--- config.mk ---
export PLATFORM = sky130hd
export DESIGN_NAME = rgb_led_sequencer
export DESIGN_NICKNAME = d
export VERILOG_FILES = /design/src/rtl/rgb_led_sequencer.sv
export SDC_FILE = /design/constraint.sdc
export NUM_CORES = 1
export LEC_CHECK = 0
export ABC_AREA = 0
export CORE_MARGIN = 1
export CORE_UTILIZATION = 45
export CTS_CLUSTER_DIAMETER = 60
export DETAILED_ROUTE_END_ITERATION = 7
export PLACE_DENSITY = 0.67
export SLEW_MARGIN = 20
export SYNTH_ARGS = -nofsm -noshare
export SYNTH_HDL_FRONTEND = slang
export SYNTH_SLANG_ARGS = --single-unit
--- constraint.sdc ---
create_clock -name clk -period 1.15 [get_ports clk]
set_input_delay 0.1725 -clock clk [delete_from_list [all_inputs] [get_ports clk]]
set_output_delay 0.1725 -clock clk [all_outputs]
set_load 0.03 [all_outputs]
--- src/rtl/rgb_led_sequencer.sv ---
// rgb_led_sequencer
// Drives the on-board RGB LED from the blink counter's tick pulse. The colour
// steps RED -> GREEN -> BLUE -> RED, either at full brightness (solid) or with a
// PWM triangle ramp (breathe). The PWM duty is double-buffered: duty_next is
// updated by the sequencer and copied into duty_act only when the PWM counter
// wraps, so a running PWM period never sees a duty change.

module rgb_led_sequencer #(
    parameter int PWM_BITS = 4,   // PWM counter / duty width, period 2^PWM_BITS
    parameter int STEP     = 4,   // breathe duty step per tick
    parameter int DUTY_MAX = 15   // peak duty, also the solid-mode duty
) (
    input  logic       clk,
    input  logic       rst,
    input  logic       tick,
    input  logic       enable,
    input  logic [1:0] mode,
    output logic       redled,
    output logic       greenled,
    output logic       blueled
);

    typedef enum logic [1:0] {
        IDLE  = 2'd0,
        RED   = 2'd1,
        GREEN = 2'd2,
        BLUE  = 2'd3
    } state_t;

    typedef enum logic {
        UP   = 1'b0,
        DOWN = 1'b1
    } dir_t;

    // Duty constants in both the register width and the one-bit-wider
    // arithmetic width used for the ramp comparisons.
    localparam logic [PWM_BITS-1:0] DUTY_PEAK = DUTY_MAX[PWM_BITS-1:0];
    localparam logic [PWM_BITS:0]   PEAK_W    = DUTY_MAX[PWM_BITS:0];
    localparam logic [PWM_BITS:0]   STEP_W    = STEP[PWM_BITS:0];

    state_t              state, state_nx;
    dir_t                dir, dir_nx;
    logic [PWM_BITS-1:0] pwm_cnt;
    logic [PWM_BITS-1:0] duty_next, duty_next_nx;
    logic [PWM_BITS-1:0] duty_act;
    logic                breathe_q, breathe_nx;   // mode latched at RED entry

    logic                mode_solid;
    logic                mode_breathe;
    logic                active_req;
    logic                pwm_wrap;
    logic [PWM_BITS-1:0] entry_duty;
    logic [PWM_BITS:0]   sum_up;

    assign mode_solid   = (mode == 2'b01);
    assign mode_breathe = (mode == 2'b10);
    assign active_req   = enable & (mode_solid | mode_breathe);
    assign pwm_wrap     = (pwm_cnt == {PWM_BITS{1'b1}});
    assign entry_duty   = mode_breathe ? '0 : DUTY_PEAK;
    assign sum_up       = {1'b0, duty_next} + STEP_W;

    function automatic state_t next_colour(input state_t s);
        case (s)
            RED:     return GREEN;
            GREEN:   return BLUE;
            BLUE:    return RED;
            default: return RED;
        endcase
    endfunction

    // Next-state logic: idle/entry/restart take priority over tick stepping.
    always_comb begin
        // NOTE: every signal driven here gets a default first so no path leaves
        // it unassigned, which would otherwise infer a latch.
        state_nx     = state;
        dir_nx       = dir;
        duty_next_nx = duty_next;
        breathe_nx   = breathe_q;

        if (!active_req) begin
            state_nx     = IDLE;
            duty_next_nx = '0;
            dir_nx       = UP;
            breathe_nx   = 1'b0;
        end else if (state == IDLE || breathe_q != mode_breathe) begin
            // Fresh entry or a solid<->breathe switch: restart at RED and drop
            // any tick arriving in the same cycle.
            state_nx     = RED;
            duty_next_nx = entry_duty;
            dir_nx       = UP;
            breathe_nx   = mode_breathe;
        end else if (tick) begin
            if (!breathe_q) begin
                state_nx     = next_colour(state);
                duty_next_nx = DUTY_PEAK;
            end else if (dir == UP) begin
                if (sum_up >= PEAK_W) begin
                    duty_next_nx = DUTY_PEAK;
                    dir_nx       = DOWN;
                end else begin
                    duty_next_nx = sum_up[PWM_BITS-1:0];
                end
            end else begin
                // Comparison is done wide so the decrement can never wrap.
                if ({1'b0, duty_next} <= STEP_W) begin
                    duty_next_nx = '0;
                    dir_nx       = UP;
                    state_nx     = next_colour(state);
                end else begin
                    duty_next_nx = duty_next - STEP_W[PWM_BITS-1:0];
                end
            end
        end
    end

    // Sequencer state registers.
    always_ff @(posedge clk or posedge rst) begin
        // NOTE: sequential state uses non-blocking assignments so every flop
        // samples the pre-edge values regardless of statement order.
        if (rst) begin
            state     <= IDLE;
            dir       <= UP;
            duty_next <= '0;
            breathe_q <= 1'b0;
        end else begin
            state     <= state_nx;
            dir       <= dir_nx;
            duty_next <= duty_next_nx;
            breathe_q <= breathe_nx;
        end
    end

    // Free-running PWM counter, wraps naturally at 2^PWM_BITS.
    always_ff @(posedge clk or posedge rst) begin
        if (rst) begin
            pwm_cnt <= '0;
        end else begin
            pwm_cnt <= pwm_cnt + 1'b1;
        end
    end

    // Shadow duty: load only as the counter wraps to 0, at a period boundary.
    always_ff @(posedge clk or posedge rst) begin
        if (rst) begin
            duty_act <= '0;
        end else if (pwm_wrap) begin
            duty_act <= duty_next;
        end
    end

    // Registered LED drive; gated by active_req so a disable blanks the LEDs
    // on the very next edge rather than one edge after the state update.
    always_ff @(posedge clk or posedge rst) begin
        if (rst) begin
            redled   <= 1'b0;
            greenled <= 1'b0;
            blueled  <= 1'b0;
        end else begin
            redled   <= active_req && (state == RED)   && (pwm_cnt < duty_act);
            greenled <= active_req && (state == GREEN) && (pwm_cnt < duty_act);
            blueled  <= active_req && (state == BLUE)  && (pwm_cnt < duty_act);
        end
    end

endmodule

==> metrics.md, run 1 <==
| Metric | Value |
|---|---|
| Post-detail-place hpwl | approximately 1400 um |
| Number of I/O pins | 9 |
| Area growth syn-to-layout | 47.7% |
| Synth top area cells | dfrtp_1 44%, ha_1 12%, inv_1 3.9% |
| Global route overflow | 0 |
| EDFF count, synth | 0 |
| Worst Hold Class | input port to async pin |
| Final Net Count | 150 |
| Clk root buf | clkbuf_4 |
| Ys async rst share | 1.00 |
| Num CTS Buffers | 3 |
| Post-route ant nets | 0 |
| Synthesized net count | roughly 110 |
| CTS tree | yes |
| Storage cell area | around 430 um2 |
| RSZ-0062 raised after global routing | yes |
| Area occupied by multi-input gates | around 630 um2 |
| Worst skew pair latency | approximately 290 ps |
| PD cells | slightly below 900 mW/mm2 |
| Starting Density | 0.484 |
| CP required | 1330 ps |
| Initial DRC Count | 11 |
| Finished Cell Area | 0.00143 mm2 |
| Routed wire length | 2080 um |
| Crit path DAT | between 1000 and 1500 ps |
| Ant. Diodes | 0 |
| Filler cells | between 100 and 150 |
| Final Skew | 5.81 ps |
| Fmax | between 0.7 and 0.8 GHz |
| Peak VDD IR | slightly below 0.7 mV |
| # Max-Cap Violations | 0 |
| Final setup violation count | 10 |
| GRT Util Overall | 0.192 |
| Cell variety after synth | 28 |
| Layout cells sized above 1 | 0.433 |
| Most frequent cell after synthesis | dfrtp_1 |
| Wire length per cell | around 13 um |
| Leak | 0.651 nW |
| Fin crit period | ~1300 ps |
| Synth Area per Inst | 9.89 um2 |
| Cell Area, Synth | a little under 0.001 mm2 |
| Initial DRT Pass Iterations | 4 |
| Synthesis warning total | 0 |
| Vias per inst | 5.10 |
| Worst Hold Slack | 180 ps |
| Startpoint Class | register |
| Post-route setup slack | -128 ps |
| Via count | ~820 |
| Cells after Synth | between 90 and 100 |
| Status | finished with violations |
| # H-tree levels | 1 |
| Worst slew margin | 0.846 |
| Num rows | 16 |
| Pins Over Slew Limit | 0 |
| Total Die Area | between 0.002 and 0.0025 mm2 |
| Worst Setup End Kind | register |
| Placed cells | 150 |
| Port Buf Inserts | 8 |
| Final period util | 1.11 |
| Core Footprint | around 0.002 mm2 |
| Failing checks | setup timing |
| Worst-case clock buffer depth | 2 |
| DRC Markers | 0 |
| Vias in the first global route | roughly 840 |
| Initial antenna violation count | 0 |
| Critical path fanouts, max | 5 |
| Slew @ Worst Pin | 232 ps |
| CTS sink cnt | 17 |
| Clk slew on worst S/H paths | 100 ps |
| Fin cells | between 150 and 200 |
| Seq/Total Area, Yosys | 0.439 |
| DIE HEIGHT | 48.4 um |
| Cell Area, Placed | about 0.0012 mm2 |
| Final Hold Vio Count | 0 |
| Share of the synthesized area in the top cell type | 0.439 |
| Die width | 48.4 um |
| Hold bufs inserted after CTS | 0 |
| Most used DFF post-synth | dfrtp_1 |
| Crit path from | state[0]$_DFFE_PP0P_ |
| First-pass GRT wire length | ~3500 um |
| Placer Congestion | 0.816 |
| Worst R2R Start | state[0]$_DFFE_PP0P_ |
| Commonest cells in the netlist | 17 x dfrtp_1, 10 x inv_1, 9 x ha_1, 8 x nand2_1 |
| CP Class | register to register |
| FF+latch count, synth | 17 |
| Largest area contributor in the netlist | dfrtp_1 |
| Largest net degree at the start of global routing | 18 |
-- critical path, stage by stage (launching register included) --
cell     delay (ps)
dfrtp_1         410
inv_2            90
ha_4            170
nor2b_1          50
o21ai_1         140
a21oi_2         100
a22o_1          210
-- placed cells by master (no fill, tap or decap), types with 2 or more instances in the layout --
master	synthesis	final
buf_4	0	26
dfrtp_1	17	17
inv_1	10	8
nand2_1	8	7
ha_1	9	5
clkdlybuf4s50_1	0	4
o21ai_1	2	3
a21oi_2	0	3
nor2_1	4	3
o21ai_0	5	3
a22o_1	3	3
a21o_1	3	3
nand3b_1	3	3
ha_4	0	3
clkbuf_4	0	3
nor2b_1	3	2
nand2b_4	0	2
nand2b_1	5	2
o211ai_1	2	2
a211oi_2	0	2
mux2_4	0	2
inv_2	0	2
nand3_1	3	2
a21oi_1	5	2
buf_6	1	2
-- flip-flops by register name (all words and copies together), names as in the netlist --
signal and count:
dir 1, blueled 1, pwm_cnt 4, redled 1, breathe_q 1, duty_next 3
duty_act 3, greenled 1, state 2
-- final cells by class --
cell class,count,share of cell area
Clock buffer,4,0.0183
Timing Repair Buffer,34,0.194
Sequential cell,17,0.297
Multi-Input combinational cell,69,0.441
Tap cell,27,0.0236
Inverter,10,0.0262
-- what timing repair did --
| item | CTS | global route |
|---|---|---|
| pin swaps | 5 | 4 |
| gates resized for setup | 16 | 18 |
| buffers inserted | 2 | 5 |
| setup endpoints to repair | 13 | 12 |
-- power by group --
group / total (mW) / leakage (nW) / internal (mW) / switching, mW
clock: 0.324 / 0.0150 / 0.135 / 0.189
combinational: 0.284 / 0.408 / 0.151 / 0.134
sequential: 0.634 / 0.228 / 0.620 / 0.0143
-- stage by stage --
| stage | setup WS [ps] | TNS (ps) | power (mW) | util |
|---|---|---|---|---|
| floorplan | -79.5 | -269 | 0.770 | - |
| global placement | -539 | -4390 | 0.857 | 0.610 |
| detailed placement | -536 | -4480 | 0.863 | 0.610 |
| CTS | -101 | -641 | 1.21 | 0.654 |
| global route | -181 | -1390 | 1.31 | 0.716 |
| finish | -128 | -923 | 1.24 | 0.716 |
-- per-layer routing --
| metal | track usage | vias up | part of all wire |
|---|---|---|---|
| met2 | 0.336 | 14 | 0.53 |
| li1 | - | 413 | - |
| met3 | 0.0220 | 2 | 0.019 |
| met5 | 0 | - | 0 |
| met4 | 0.103 | 0 | 0.010 |
| met1 | 0.231 | 392 | 0.44 |
-- logic make-up after synthesis --
logic type,after synthesis,synth area share
muxes,2,0.0232
xor gates and xnor gates,3,0.0271
buffers and inverters,12,0.0555
and+or+nand+nor,31,0.179
AOI/OAI and AO/OA,23,0.150
DFF,17,0.439
adders and majority gates,10,0.126
-- path summary, 6_finish.rpt --
check,endpoint,slack [ps],cells past startpoint
hold / removal,greenled$_DFF_PP0_,180,3
hold reg to reg,duty_act[3]$_DFFE_PP0N_,500,2
setup reg to reg,duty_next[0]$_DFFE_PP0P_,-130,6
min in group clk,breathe_q$_DFFE_PP0P_,450,5
setup / recovery,duty_next[0]$_DFFE_PP0P_,-130,6
max in group asynchronous,dir$_DFFE_PP0P_,770,3
Note: power is estimated with default switching activity, not from simulation.
==> run 2: changes to the inputs <==
--- a/config.mk
+++ b/config.mk
@@ -6,11 +6,12 @@
 export NUM_CORES = 1
 export LEC_CHECK = 0
 export ABC_AREA = 0
+export CORE_ASPECT_RATIO = 1.2
 export CORE_MARGIN = 1
-export CORE_UTILIZATION = 45
+export CORE_UTILIZATION = 49
 export CTS_CLUSTER_DIAMETER = 60
 export DETAILED_ROUTE_END_ITERATION = 7
-export PLACE_DENSITY = 0.67
+export PLACE_DENSITY = 0.71
 export SLEW_MARGIN = 20
 export SYNTH_ARGS = -nofsm -noshare
 export SYNTH_HDL_FRONTEND = slang
==> run 2 against run 1 <==
Against the previous run: the flow still finishes with violations (setup timing); combinational power is 7.7% lower; clock skew is 2.4 ps lower; hold slack worse by 5.5 ps; clock-buffer cell count stayed put; sequential cell count stayed put; final area is 4.2% lower; first-iteration DRC count is 91% higher; worst setup slack better by 16 ps; die area is 7.8% lower; core utilization is 2.6 points higher; sequential share of layout area is 1.3 points higher; total power is 2.0% lower; critical endpoint unchanged; largest cell class unchanged; largest power group unchanged.
==> metrics.md, run 2 (synthesis results as in run 1) <==
| Metric | Value |
|---|---|
| # H-tree levels | 1 (unchanged) |
| Most common cell after layout, fill and taps aside | buf_4 |
| Die width | 42.6 um (-12%) |
| Pre-CTS WS | -527 ps (+9.43 ps) |
| Largest register FFs | 4 (unchanged) |
| Total Die Area | 0.00216 mm2 (-7.8%) |
| Comb pwr share | 0.215 (-0.014) |
| Pins Over Slew Limit | 0 (unchanged) |
| Num rows | 17 (+1) |
| Final Hold Vio Count | 0 (unchanged) |
| Vias per inst | 5.44 (+6.6%) |
| Cell Area, Placed | 0.00122 mm2 (-0.20%) |
| CP Class | register to register |
| Layout cells sized above 1 | 0.407 (-0.0254) |
| R2R depth | 6 (unchanged) |
| Worst R2R Start | state[1]$_DFFE_PP0P_ |
| Placer Congestion | 0.825 (+1.1%) |
| Clk slew on worst S/H paths | 100 ps (about the same) |
| Switching pwr | 0.327 mW (-3.0%) |
| Placed cells | 143 (-4.7%) |
| Number of I/O pins | 9 (unchanged) |
| Worst Hold Class | input port to async pin |
| Routed wire length | 2070 um (-0.48%) |
| Fin crit period | 1260 ps (-15.6 ps) |
| Final Skew | 3.41 ps (-2.40 ps) |
| Post-route ant nets | 0 (unchanged) |
| Core Footprint | 0.00185 mm2 (-7.6%) |
| Slew @ Worst Pin | 233 ps (+1.24 ps) |
| Crit path DAT | 1450 ps (about the same) |
| Largest registers | pwm_cnt (4), duty_act (3), duty_next (3) |
| Status | finished with violations |
| Finished Cell Area | 0.00137 mm2 (-4.2%) |
| Most frequent cells in the layout | 28 x buf_4, 17 x dfrtp_1, 8 x inv_1 |
| First-pass GRT wire length | 3550 um (+0.97%) |
| # Max-Cap Violations | 0 (unchanged) |
| Worst Hold Slack | 174 ps (-5.47 ps) |
| Internal power | 0.891 mW (-1.6%) |
| Peak VDD IR | 0.584 mV (-13%) |
| Num CTS Buffers | 3 (unchanged) |
| Vias in the first global route | 816 (-2.7%) |
| Sum of negative setup slack | -634 ps (+288 ps) |
| Via count | 837 (+1.9%) |
| Reg2Reg Setup Slack | -110 ps (+20 ps) |
| DIE HEIGHT | 50.7 um (+4.8%) |
| Clk root buf | clkbuf_4 |
| Largest Register | pwm_cnt |
| GRT Util Overall | 0.223 (+0.0306) |
| Startpoint Class | register |
| Leak | 0.641 nW (-1.5%) |
| CTS sink cnt | 17 (unchanged) |
| Ant. Diodes | 0 (unchanged) |
| DRC Markers | 0 (unchanged) |
| Post-detail-place hpwl | 1470 um (+2.3%) |
| Post-route setup slack | -112 ps (+15.6 ps) |
| Failing checks | setup timing |
| Worst-case clock buffer depth | 2 (unchanged) |
| Worst Setup End Kind | register |
| Final period util | 1.10 (-0.0136) |
| Global route overflow | 0 (unchanged) |
| Hold bufs inserted after CTS | 0 (unchanged) |
| Wire length per cell | 13.4 um (+4.0%) |
| Worst slew margin | 0.845 (about the same) |
| Initial DRC Count | 21 (+10) |
| Initial DRT Pass Iterations | 4 (unchanged) |
| RSZ-0062 raised after global routing | yes |
| Area growth syn-to-layout | 41.5% |
| Fin cells | 154 (-4.3%) |
| CP required | 1340 ps (about the same) |
| Sw frac | 0.268 (-0.00293) |
| Starting Density | 0.524 (+0.0396) |
| Final Net Count | 151 (+0.67%) |
| Critical path fanouts, max | 5 (unchanged) |
| Fmax | 0.792 GHz (+1.2%) |
| Port Buf Inserts | 8 (unchanged) |
| CTS tree | yes |
| Worst skew pair latency | 290 ps (about the same) |
| Flop pwr share | 0.520 (+0.010) |
| PD cells | 887 mW/mm2 (+2.3%) |
| Final setup violation count | 9 (-1) |
| Initial antenna violation count | 0 (unchanged) |
| Clk pwr share | 0.265 (+0.004) |
| Largest net degree at the start of global routing | 18 (unchanged) |
| Reg-to-reg endpoint | duty_next[0]$_DFFE_PP0P_ |
## run 2: repair_timing
action,in CTS,in global routing
gates cloned,0,0
resized for setup,24,0
endpoints found under the hold margin,0,0
buffers inserted,3,4
pin swaps,8,5
endpoints found under the setup margin,13,11
## run 2: metal layers
layer / GRT usage / vias to the layer above / wire length (um)
met3: 0.0288 / 4 / 40
met1: 0.261 / 410 / 849
met2: 0.392 / 15 / 1150
li1: - / 408 / -
met5: 0 / - / 0
met4: 0.115 / 0 / 26
## run 2: cell type report
| type | instances | area (um2) |
|---|---|---|
| sequential | 17 | 425 |
| timing repair buffer | 35 | 280 |
| fill | 129 | 478 |
| clock buffer | 4 | 26.3 |
| tap | 19 | 23.8 |
| inverter | 10 | 37.5 |
| multi-input combinational | 69 | 579 |
## run 2: stage by stage
step	power (mW)	util
2_1_floorplan	0.770	-
3_3_place_gp	0.858	0.659
3_5_place_dp	0.864	0.659
4_1_cts	1.21	0.725
5_1_grt	1.27	0.742
6_report	1.22	0.742
## run 2: power by group through the flow
stage / Clock [mW] / Combinational, mW / Sequential (mW)
2_1_floorplan: 0 / 0.119 / 0.650
3_3_place_gp: 0 / 0.216 / 0.643
3_5_place_dp: 0 / 0.221 / 0.643
4_1_cts: 0.331 / 0.252 / 0.632
5_1_grt: 0.349 / 0.288 / 0.635
6_report: 0.322 / 0.262 / 0.633
## run 2: critical path, cell delays in order, from the launching register on
cell and delay, ps:
dfrtp_1 410, inv_2 80, ha_4 160, nor2b_1 50
o21ai_1 150, a21oi_2 90, a22o_1 210
## run 2: worst max-delay path by stage
stage                                        from                       end  slack [ps]  depth (start not counted)
final                        state[1]$_DFFE_PP0P_  duty_next[0]$_DFFE_PP0P_        -110                          6
after CTS                    state[0]$_DFFE_PP0P_  duty_next[0]$_DFFE_PP0P_        -110                          6
after global routing      duty_act[1]$_DFFE_PP0N_          redled$_DFF_PP0_        -170                          5
after floorplan              state[0]$_DFFE_PP0P_  duty_next[0]$_DFFE_PP0P_         -80                          6
after global placement                    mode[0]  duty_next[3]$_DFFE_PP0P_        -540                          6
after detailed placement                  mode[0]  duty_next[3]$_DFFE_PP0P_        -530                          6
==> run 3: changes to the inputs <==
--- a/config.mk
+++ b/config.mk
@@ -7,7 +7,6 @@
 export LEC_CHECK = 0
 export ABC_AREA = 0
 export CORE_ASPECT_RATIO = 1.2
-export CORE_MARGIN = 1
 export CORE_UTILIZATION = 49
 export CTS_CLUSTER_DIAMETER = 60
 export DETAILED_ROUTE_END_ITERATION = 7
==> results of run 3 <==
The final DEF is identical to that of run 2; final timing and power are the same.
